`src/rtl/count_chk_pkg.sv`:
```
// Shared types, default widths and the saturating-increment helper for
// the counter sequence checker.
package count_chk_pkg;

  typedef enum logic [1:0] {
    IDLE  = 2'd0,
    HUNT  = 2'd1,
    TRACK = 2'd2
  } state_t;

  localparam int DEF_WIDTH       = 4;
  localparam int DEF_ERR_CNT_W   = 8;
  localparam int DEF_WRAP_CNT_W  = 8;
  localparam int DEF_RESYNC_MISS = 3;

  // Wide enough for the largest legal RESYNC_MISS (15).
  localparam int MISS_W = 4;

  function automatic logic [31:0] sat_inc(input logic [31:0] value,
                                          input logic [31:0] max_value);
    return (value == max_value) ? value : value + 32'd1;
  endfunction

endpackage

```
`src/rtl/sat_counter.sv`:
```
// Saturating up-counter: holds at all-ones, synchronous clear wins over inc.
module sat_counter
  import count_chk_pkg::*;
#(
  parameter int W = 8
) (
  input  logic         clk,
  input  logic         rst_n,
  input  logic         inc,
  input  logic         clr,
  output logic [W-1:0] q
);

  localparam logic [W-1:0] ALL_ONES = {W{1'b1}};

  // NOTE: sequential state uses non-blocking assignment so every flop
  // samples pre-edge values regardless of block evaluation order.
  always_ff @(posedge clk or negedge rst_n) begin
    if (!rst_n) begin
      q <= '0;
    end else if (clr) begin
      q <= '0;
    end else if (inc) begin
      q <= W'(sat_inc(32'(q), 32'(ALL_ONES)));
    end
  end

endmodule

```
`config.mk`:
```
export PLATFORM = sky130hd
export DESIGN_NAME = sat_counter
export DESIGN_NICKNAME = d
export VERILOG_FILES = /design/src/rtl/count_chk_pkg.sv /design/src/rtl/sat_counter.sv
export SDC_FILE = /design/constraint.sdc
export NUM_CORES = 1
export LEC_CHECK = 0
export CAP_MARGIN = 20
export CORE_AREA = 2 2 39 41
export CTS_CLUSTER_DIAMETER = 120
export DETAILED_ROUTE_END_ITERATION = 10
export DIE_AREA = 0 0 41 43
export PLACE_DENSITY = 0.68
export REMOVE_ABC_BUFFERS = 1
export SETUP_SLACK_MARGIN = 0.5
export SYNTH_ARGS = -nofsm -noshare
export SYNTH_HDL_FRONTEND = slang
export SYNTH_SLANG_ARGS = --single-unit
export TNS_END_PERCENT = 1
```
`constraint.sdc`:
```
create_clock -name clk -period 1.5 [get_ports clk]
set_input_delay 0.3 -clock clk [delete_from_list [all_inputs] [get_ports clk]]
set_output_delay 0.3 -clock clk [all_outputs]
set_load 0.01 [all_outputs]
```
### Word level (Yosys, flattened, before mapping)

Index checks and enable logic that the tools add are counted.

| operators by class | value |
|---|---|
| add/subtract/negate cells | 1 |
| multiply operators | 0 |
| div/mod/pow operators | 0 |
| magnitude comparators | 0 |
| equal/unequal tests | 2 |
| shifts and indexed selects | 0 |
| multiplexer cells | 3 |
| bitwise operators | 0 |
| reduce and logical (&&, ||, !) cells | 2 |

Operators by type and width:

| kind | count |
|---|---|
| $mux W8 | 3 |
| $add A8 B1 Y8 const B | 1 |
| $eq A8 B8 Y1 const B | 1 |
| $ne A2 B2 Y1 const B | 1 |
| $reduce_and A2 Y1 | 1 |
| $reduce_bool A2 Y1 | 1 |

| storage, ports and cells | value |
|---|---|
| register bits | 8 |
| latch bits | 0 |
| bits in writable memories | 0 |
| memory bits (read-only) | 0 |
| input port bits | 4 |
| output and inout bits | 8 |
| word-level logic and storage cells | 9 |
| memories kept | 0 |

### Logic depth before layout (Yosys ltp)

| depth | value |
|---|---|
| depth in word-level cells | 4 |
| depth in mapped cells | 5 |

### Worst setup path after synthesis

OpenSTA, ideal clock, no wires.

| path | value |
|---|---|
| kind | flip-flop to flip-flop |
| start point | reg q[0] |
| end point | reg q[0] |
| setup time | 125 ps |
| arrival | 1487 ps |
| slack | -112 ps |
| cell stages (with the launch flop) | 6 |
| buffers on the path | 1 |
| cell sequence | dfrtp_1 ha_1 and4_1 buf_6 a21boi_4 mux2_4 |

| on the way | value |
|---|---|
| word-level cells in the longest chain between the ends | 4 |
| elaborated cells on any way between the ends | 7 |
| classes of those cells | add/sub (1); eq/ne (2); mux (3); reduce/logical (1) |

RTL lines:

| what | line | source |
|---|---|---|
| start: declaration | sat_counter.sv:11 | `output logic [W-1:0] q` |
| start signal: assignment | sat_counter.sv:24 | `q <= W'(sat_inc(32'(q), 32'(ALL_ONES)));` |
| $add A8 B1 Y8 | count_chk_pkg.sv:21 | `return (value == max_value) ? value : value + 32'd1;` |
| $mux W8 | count_chk_pkg.sv:21 |  |
| $mux W8 | sat_counter.sv:23 | `end else if (inc) begin` |
| $mux W8 | sat_counter.sv:21 | `end else if (clr) begin` |

Parallel ways exist; a longest one is shown, timed or not. The select of a mux whose other input is x is not followed.
A chain may end at the register's enable or synchronous reset.

### Final worst setup path

| path | value |
|---|---|
| start point | in inc |
| end point | reg q[5] |

| on the way | value |
|---|---|
| word-level cells in the longest chain between the ends | 2 |

RTL lines:

| what | line | source |
|---|---|---|
| start: declaration | sat_counter.sv:9 | `input logic inc,` |
| $reduce_bool A2 Y1 (no line) | n/a |  |
| $reduce_and A2 Y1 (no line) | n/a |  |

Every way passes these cells.

==> results.cfg <==
[status]
status = finished, final reports clean

[final_layout]
largest_register = q
fillers = 136
multi_input_area_um2 = 287
largestRegisters = q (8)
nNetsFinal = 82
insertedDiodeCount = 0
regArea_um2 = 200
drive_above_1_share_pct = 36.0
largest_reg_flops = 8
areaGrowthSynthToFinish_pct = 55.2
postLayoutCellArea_um2 = 759

[drt]
antenna_left = 0
drtIter0Drc = 2
vias = 481
top_layer = met4
wirelength_met1_um = 567
dr.pass1.iters = 4
wl_met3_um = 59
wl_um = 1260
routed_via_density = 5.29
wl_per_cell_um = 13.9
route.detailed.drc = 0
met2_length_um = 621

[clock_network]
clock-root-buffer = clkbuf_4
numCtsBuffers = 3
clock-sinks = 8
clkTransAtPathRegs_ns = 0.05
cts.path.max_buffers = 2
insertion_delay_ns = 0.25
cts_tree = done
cts-htree-levels = 1

[yosys]
synth-seq-cells = 8
synth-xor-area-share_pct = 0
synthAdderAreaFrac_pct = 2.56
synth.area.top_cells = dfrtp_1 41%, a211oi_1 4.6%, nor3_1 4.1%
synthArstFlopShare_pct = 100
muxShareOfSynthArea_pct = 7.42
synth_common_cells = 8 x dfrtp_1, 4 x nor3_1
yosys.area_share.simple_pct = 29.2
yosysWarnings = 0
synth_edf_count = 0
syn_area_per_cell_um2 = 10.2
synth_most_common_cell = dfrtp_1
ys_seq_area_share_pct = 40.9
yosys.area.top_type_share_pct = 40.9
yosys.area.top_type = dfrtp_1
synth_top_family_by_area = simple AND/OR/NAND/NOR gates
synthCells = 48
synth-compound-area-share_pct = 15.1
synth_cell_types = 27
synthFlopType = dfrtp_1
synth_area_um2 = 489

[setup_path]
cp-startpoint = inc
critical_path_peak_fanout = 3
cp-end-kind = register
critPathRequiredTime_ns = 1.63
criticalPathCategory = in -> reg
arrival_ns = 1.51
startpoint_type = primary input
r2r_start = q[5]$_DFFE_PN0P_

[sta]
rsz0062_at_grt = yes
period_minus_slack_ns = 1.38
fmax_ghz = 0.726
maxSlewHeadroom_pct = 74.4
hold_viol = 0
drv_slew = 0
fin_crit_sh_pct = 91.8
clock_skew_ns = 0.00356
setup_viol = 0
tightest_slew_ns = 0.383
finalSetupTns_ns = 0

[floorplan]
die_y_um = 43
core-area_um2 = 1380
start_util_pct = 35.4
chipWidth_um = 41
io_pins = 12
num_rows = 14
design.die.area_um2 = 1760

[place]
hpwl_um = 857
place_congestion = 0.764
placed_area_um2 = 674
portBuffers = 11

[pwr]
power_density_nw_per_um2 = 613
ir_drop_v = 0.000393
p_leak_nw = 0.358

[global_routing]
grt_pass1_vias = 449
antenna_found_initial = 0
grtUsageTotal_pct = 17.8
grt_pass1_wl_um = 2010
grt_max_degree = 9
grt_overflow = 0

[min_path]
hp-class = in -> async

[run]
maxCapViolCount = 0
## placed cells by master (no fill, tap or decap), drive strengths merged
cell | synthesis | routed
a211oi | 3 | 3
a21boi | 1 | 1
a21oi | 2 | 2
a31oi | 1 | 1
a41oi | 1 | 1
and3 | 1 | 1
and4 | 2 | 2
buf | 2 | 16
clkbuf | 1 | 3
clkdlybuf4s15 | 0 | 2
clkdlybuf4s50 | 0 | 3
dfrtp | 8 | 8
dlygate4sd2 | 0 | 6
ha | 1 | 1
inv | 1 | 1
mux2 | 2 | 2
mux2i | 1 | 1
nand2 | 1 | 1
nand2b | 2 | 2
nand3 | 3 | 3
nand4 | 3 | 3
nor2 | 2 | 2
nor2b | 3 | 3
nor3 | 4 | 4
nor3b | 1 | 1
nor4b | 1 | 1
o21bai | 1 | 1
## power breakdown
part / total [mW] / switching (mW) / internal (mW) / leakage, nW
Combinational: 0.0824 / 0.0371 / 0.0454 / 0.234
Sequential: 0.225 / 0.00343 / 0.221 / 0.110
Clock: 0.158 / 0.0669 / 0.0911 / 0.0138
## per-layer routing
| layer | up-vias | GRT usage [%] |
|---|---|---|
| li1 | 237 | - |
| met3 | 2 | 9.42 |
| met2 | 13 | 26.6 |
| met5 | - | 0 |
| met4 | 0 | 8.00 |
| met1 | 229 | 20.0 |
## logic make-up after synthesis
group	after synthesis
buffers and inverters	4
AND/OR/NAND/NOR	23
multiplexers	3
adder cells (fa/ha/maj)	1
flip-flops	8
AO/OA/AOI/OAI	9
## worst max-delay path, cell delays in order
cell and delay (ns):
clkdlybuf4s50_1 0.51, nand3_1 0.14, a211oi_4 0.24, mux2_4 0.32
## metrics by stage
stage	hold WS (ns)	instances	util [%]	setup slack, ns	power, mW
after floorplan	0.00441	45	-	-0.0745	0.254
after global placement	0.606	82	48.7	-0.0760	0.307
after detailed placement	0.604	82	48.7	-0.0929	0.306
after CTS	0.334	91	54.3	0.136	0.472
after global routing	0.342	91	54.9	0.0880	0.503
final	0.337	91	54.9	0.123	0.465
## layout make-up
type	instances	area share [%]
multi-input cells	36	37.7
repair buffers	27	29.8
flip-flops and latches	8	26.4
clock buffers	3	2.97
well taps	16	2.64
inverters	1	0.494
## final timing paths
| check | to | slack [ns] | cells after the start |
|---|---|---|---|
| min in group clk | q[6]$_DFFE_PN0P_ | 0.63 | 2 |
| min | q[2]$_DFFE_PN0P_ | 0.34 | 1 |
| max in group asynchronous | q[6]$_DFFE_PN0P_ | 0.89 | 1 |
| min reg2reg | q[6]$_DFFE_PN0P_ | 0.63 | 2 |
| max reg2reg | q[5]$_DFFE_PN0P_ | 0.13 | 4 |
| max | q[5]$_DFFE_PN0P_ | 0.12 | 4 |
## what timing repair did
action	CTS	global route
buffers inserted	6	0
setup endpoints to repair	16	16
resized for setup	16	1
hold buffers	0	0
pin swaps	4	1
(Power assumes the default switching activity.)
